[config.mk]
export PLATFORM = sky130hd
export DESIGN_NAME = dmem_arbiter
export DESIGN_NICKNAME = d
export VERILOG_FILES = /design/src/rtl/dmem_arbiter.sv
export SDC_FILE = /design/constraint.sdc
export NUM_CORES = 1
export LEC_CHECK = 0
export ABC_CLOCK_PERIOD_IN_PS = 3070
export CORE_AREA = 8 8 94 96
export DETAILED_ROUTE_END_ITERATION = 6
export DIE_AREA = 0 0 102 104
export DONT_BUFFER_PORTS = 1
export SETUP_SLACK_MARGIN = 0.2
export SYNTH_ARGS = -nofsm -noshare
export SYNTH_HDL_FRONTEND = slang
export SYNTH_SLANG_ARGS = --single-unit
[constraint.sdc]
create_clock -name clock -period 3.07 [get_ports clock]
set_clock_uncertainty 0.1 [all_clocks]
set_input_delay 0.614 -clock clock [delete_from_list [all_inputs] [get_ports clock]]
set_output_delay 0.614 -clock clock [all_outputs]
set_load 0.01 [all_outputs]
[src/rtl/dmem_arbiter.sv]
// Data-memory arbiter. The processor always has priority on the shared single-port RAM.
// The secondary requester (display/game logic) is served whenever the processor leaves the RAM free.
// A debounced push-button is memory-mapped at BUTTON_ADDR.
module dmem_arbiter #(
    parameter logic [31:0] BUTTON_ADDR     = 32'd1000,
    parameter int          DEBOUNCE_CYCLES = 16
) (
    input  logic        clock,
    input  logic        reset,
    // processor dmem request
    input  logic        proc_wren,
    input  logic        proc_rd,
    input  logic [31:0] proc_addr,
    input  logic [31:0] proc_data,
    output logic [31:0] proc_q,
    // secondary requester
    input  logic        aux_req,
    input  logic        aux_wren,
    input  logic [11:0] aux_addr,
    input  logic [31:0] aux_data,
    output logic        aux_gnt,
    output logic        aux_valid,
    output logic [31:0] aux_q,
    // raw asynchronous button
    input  logic        button_in,
    // single-port RAM, 1-cycle synchronous read
    output logic        ram_wEn,
    output logic [11:0] ram_addr,
    output logic [31:0] ram_dataIn,
    input  logic [31:0] ram_dataOut
);

    localparam int CNT_W = (DEBOUNCE_CYCLES > 1) ? $clog2(DEBOUNCE_CYCLES) : 1;
    localparam logic [CNT_W-1:0] CNT_MAX = CNT_W'(DEBOUNCE_CYCLES - 1);

    typedef enum logic [0:0] {
        ST_IDLE   = 1'b0,
        ST_AUX_RD = 1'b1
    } state_t;

    state_t             state_q, state_d;
    logic               btn_rd_q, btn_rd_d;
    logic               btn_val_q;
    logic               sync1_q, sync2_q;
    logic               btn_db_q, btn_db_d;
    logic [CNT_W-1:0]   cnt_q, cnt_d;

    logic               proc_acc_s;
    logic               btn_acc_s;
    logic               proc_ram_s;
    logic               aux_gnt_s;
    logic               aux_valid_s;

    // A button access never touches the RAM, so only non-button processor accesses occupy it.
    assign proc_acc_s = proc_wren | proc_rd;
    assign btn_acc_s  = proc_acc_s && (proc_addr == BUTTON_ADDR);
    assign proc_ram_s = proc_acc_s && !btn_acc_s;

    // Arbitration FSM: grants aux when the RAM is free, and tracks the aux read-data cycle.
    always_comb begin
        state_d     = state_q;
        aux_gnt_s   = 1'b0;
        aux_valid_s = 1'b0;
        if (reset) begin
            state_d = ST_IDLE;
        end else begin
            case (state_q)
                ST_IDLE: begin
                    if (aux_req && !proc_ram_s) begin
                        aux_gnt_s = 1'b1;
                        if (aux_wren) begin
                            state_d = ST_IDLE;
                        end else begin
                            state_d = ST_AUX_RD;
                        end
                    end else begin
                        state_d = ST_IDLE;
                    end
                end
                ST_AUX_RD: begin
                    // RAM data for the granted aux read is on ram_dataOut now; no new grant here.
                    aux_valid_s = 1'b1;
                    state_d     = ST_IDLE;
                end
                default: begin
                    state_d = ST_IDLE;
                end
            endcase
        end
    end

    // RAM port mux: processor first, then a granted aux request, otherwise no write.
    always_comb begin
        ram_wEn    = 1'b0;
        ram_addr   = proc_addr[11:0];
        ram_dataIn = proc_data;
        if (reset) begin
            ram_wEn = 1'b0;
        end else if (proc_ram_s) begin
            ram_wEn    = proc_wren;
            ram_addr   = proc_addr[11:0];
            ram_dataIn = proc_data;
        end else if (aux_gnt_s) begin
            ram_wEn    = aux_wren;
            ram_addr   = aux_addr;
            ram_dataIn = aux_data;
        end else begin
            ram_wEn = 1'b0;
        end
    end

    // Button read flag next state: set when the processor reads the button register.
    always_comb begin
        btn_rd_d = 1'b0;
        if (proc_rd && (proc_addr == BUTTON_ADDR)) begin
            btn_rd_d = 1'b1;
        end else begin
            btn_rd_d = 1'b0;
        end
    end

    // Debounce next state: the output flips only after CNT_MAX+1 consecutive differing samples.
    always_comb begin
        cnt_d    = cnt_q;
        btn_db_d = btn_db_q;
        if (sync2_q == btn_db_q) begin
            cnt_d = {CNT_W{1'b0}};
        end else if (cnt_q == CNT_MAX) begin
            cnt_d    = {CNT_W{1'b0}};
            btn_db_d = ~btn_db_q;
        end else begin
            cnt_d = cnt_q + CNT_W'(1);
        end
    end

    // State, button-read bookkeeping, synchronizer and debounce registers.
    always_ff @(posedge clock) begin
        if (reset) begin
            state_q   <= ST_IDLE;
            btn_rd_q  <= 1'b0;
            btn_val_q <= 1'b0;
            sync1_q   <= 1'b0;
            sync2_q   <= 1'b0;
            btn_db_q  <= 1'b0;
            cnt_q     <= {CNT_W{1'b0}};
        end else begin
            state_q   <= state_d;
            btn_rd_q  <= btn_rd_d;
            btn_val_q <= btn_db_q;
            sync1_q   <= button_in;
            sync2_q   <= sync1_q;
            btn_db_q  <= btn_db_d;
            cnt_q     <= cnt_d;
        end
    end

    // Read data returns one cycle after the access, matching the RAM's read latency.
    assign proc_q    = btn_rd_q ? {31'd0, btn_val_q} : ram_dataOut;
    assign aux_gnt   = aux_gnt_s;
    assign aux_valid = aux_valid_s;
    assign aux_q     = aux_valid_s ? ram_dataOut : 32'd0;

endmodule

==> metrics.md <==
| Metric | Value |
|---|---|
| Run status | `finished, final reports clean` |
| M1 WL | `3.659 mm` |
| Fin Setup TNS | `0 ns` |
| Chip height | `104 um` |
| Seq cells post-synth | `10` |
| Top-area cell type share of the netlist area | `12.39%` |
| RSZ-0062 raised after global routing | `true` |
| Post-Place Cells | `448` |
| Worst Max-Slew Pin Slew | `0.8234 ns` |
| Routability cong. | `0.7959` |
| Post-synth top flop | `dfxtp_1` |
| Max FO, Critical Path | `18` |
| FMAX | `350.9 MHz` |
| First-pass GRT wire length | `14.79 mm` |
| Antenna Cells | `0` |
| IO Pins | `258` |
| Port Buf Inserts | `0` |
| Synth Area per Inst | `6.090 um2` |
| DR vias | `2902` |
| Worst skew pair latency | `0.23 ns` |
| Setup Viol. Count Final | `0` |
| DRT iter0 DRCs | `139` |
| Setup CP Type | `in2out` |
| Critical R2R Launch | `cnt_q[0]` |
| Slew HR | `45.11%` |
| Final min period | `2.850 ns` |
| CTS Root Cell | `clkbuf_8` |
| Initial Utilization | `30.91%` |
| Routed Antenna Nets | `0` |
| Clock sinks | `10` |
| Tcrit/Tclk final | `92.84%` |
| Area leader, netlist | `o211ai_1` |
| Crit path launch | `proc_addr[4]` |
| Hold path start | `sync1_q` |
| Routed WL | `10.61 mm` |
| Post-route insts no fill | `454` |
| Max Slew Vio Count | `0` |
| Maximum Capacitance Violations | `0` |
| Synthesized Nets | `526` |
| Final nets | `502` |
| Row count | `32` |
| Final HPWL DP | `8.199 mm` |
| CP Capture Type | `output port` |
| Leak pwr | `1.037 nW` |
| DR WL met2 | `5.353 mm` |
| Layout area overhead | `11.03%` |
| Clk buf depth | `2` |
| Synthesized area | `0.002302 mm2` |
| Post-Syn Instances | `378` |
| EDFF count, synth | `0` |
| DP Worst Slack | `0.08011 ns` |
| CTS buffer count | `3` |
| Synth top cells by count | `a21oi_1 (45), and3_1 (45), nand2_1 (45), nand4_1 (45)` |
| Worst Path Required | `2.36 ns` |
| Die area | `0.01061 mm2` |
| Wirelength per Cell | `23.38 um` |
| Maximum vdd ir drop | `0.0001017 V` |
| Hold crit path type | `reg2reg` |
| Crit path DAT | `2.14 ns` |
| Synth cell types | `32` |
| Count of final hold-check violations | `0` |
| Seq/Total Area, Yosys | `8.696%` |
| Clk pin slew, worst setup/hold paths | `0.04 ns` |
| H-tree levels | `1` |
| Remaining global-route overflow | `0` |
| CTS tree | `built` |
| PD cells | `188.6 mW/mm2` |
| GRT Total Usage | `16.75%` |
| Synth async-reset ratio | `0%` |
| Metal3 WL | `1.509 mm` |
| Top Metal Used | `met5` |
| Initial antenna violation count | `1` |
| Top cells by area, synth | `o211ai_1 (12%), and3_1 (12%), nand4_1 (12%), a21oi_1 (9.8%), nor2b_1 (9.5%)` |
| Via-to-Cell Ratio | `6.392` |
| Number of iterations in the first detailed-routing pass | `4` |
| Largest net degree at the start of global routing | `90` |
| Die W | `102 um` |
| Drc violations | `0` |
| Core area | `0.007447 mm2` |
| Share of layout cells above drive strength 1 | `8.807%` |
| Hold WS | `0.3350 ns` |
| Setup ws final | `0.2199 ns` |
| Synth warn | `0` |
| Vias in the first global route | `2598` |
| Setup crit start kind | `input port` |
[layout make-up]
class	instances	area [um2]
Clock buffer	3	41.29
Sequential cell	10	200.2
Tap cell	102	127.6
Multi-Input combinational cell	323	1973
Inverter	2	7.507
Timing Repair Buffer	14	206.4
Fill cell	761	4891
[what timing repair did]
action                     CTS  global route
setup endpoints to repair   40            44
hold buffers                 0             0
resized for setup            3             8
pin swaps                    9            32
setup buffers                1             0
gates cloned                 0             2
[path summary, 6_finish.rpt]
kind	to	slack, ns	cells past startpoint
setup / recovery	ram_dataIn[14]	0.22	5
hold / removal	sync2_q	0.33	1
setup reg to reg	cnt_q[2]	1.64	4
hold reg to reg	sync2_q	0.33	1
[layout by cell type (no fill, tap or decap), drive strengths merged]
cell	n
o211ai	38
buf	12
nor2b	35
or4	2
inv	2
nor3b	1
nor3	1
dfxtp	10
mux2i	1
nand4	45
mux2	1
a21oi	45
nor4	5
or3	1
nor2	8
and3	45
nand3	7
and2	33
xnor2	2
nand2	45
nand3b	1
ha	1
xor2	1
or2	1
and3b	1
o32ai	1
and4	1
clkbuf	5
or4bb	1
[sequential cells by signal, summed over array words and instances (netlist names)]
name / count
btn_db_q: 1
btn_rd_q: 1
btn_val_q: 1
cnt_q: 4
state_q: 1
sync1_q: 1
sync2_q: 1
[critical path, cell delays in order]
cell and delay [ns]:
or4bb_4 0.54, nor4_4 0.31, and2_1 0.23, buf_4 0.25, o211ai_1 0.19
[through the flow]
stage | cell area, um2 | utilization, % | power [W]
after floorplan | 2322 | - | 0.0003161
after global placement | 2407 | 32.33 | 0.0003495
after detailed placement | 2407 | 32.33 | 0.0003514
after CTS | 2470 | 33.17 | 0.0004827
after global routing | 2556 | 34.32 | 0.0005099
final | 2556 | 34.32 | 0.0004821
[power breakdown]
part | switching [W] | internal [W] | total [W]
clock network | 0.0000446 | 0.0000853 | 0.000130
logic | 0.000143 | 0.0000764 | 0.000219
registers | 0.000000889 | 0.000132 | 0.000133
[metal layers]
layer  vias up  GRT usage (%)
li1       1337              -
met1      1346          18.40
met2       209          30.33
met3         8          5.689
met4         2          2.413
met5         -              0
[logic make-up after synthesis]
kind of cell | share of synthesized area, %
XOR/XNOR | 1.142
AO/OA/AOI/OAI | 22.55
AND/OR/NAND/NOR | 58.42
multiplexers | 0.9239
adder cells (fa/ha/maj) | 0.5434
buffers and inverters | 7.718
flip-flops | 8.696
Power figures use the tool's default switching activity.
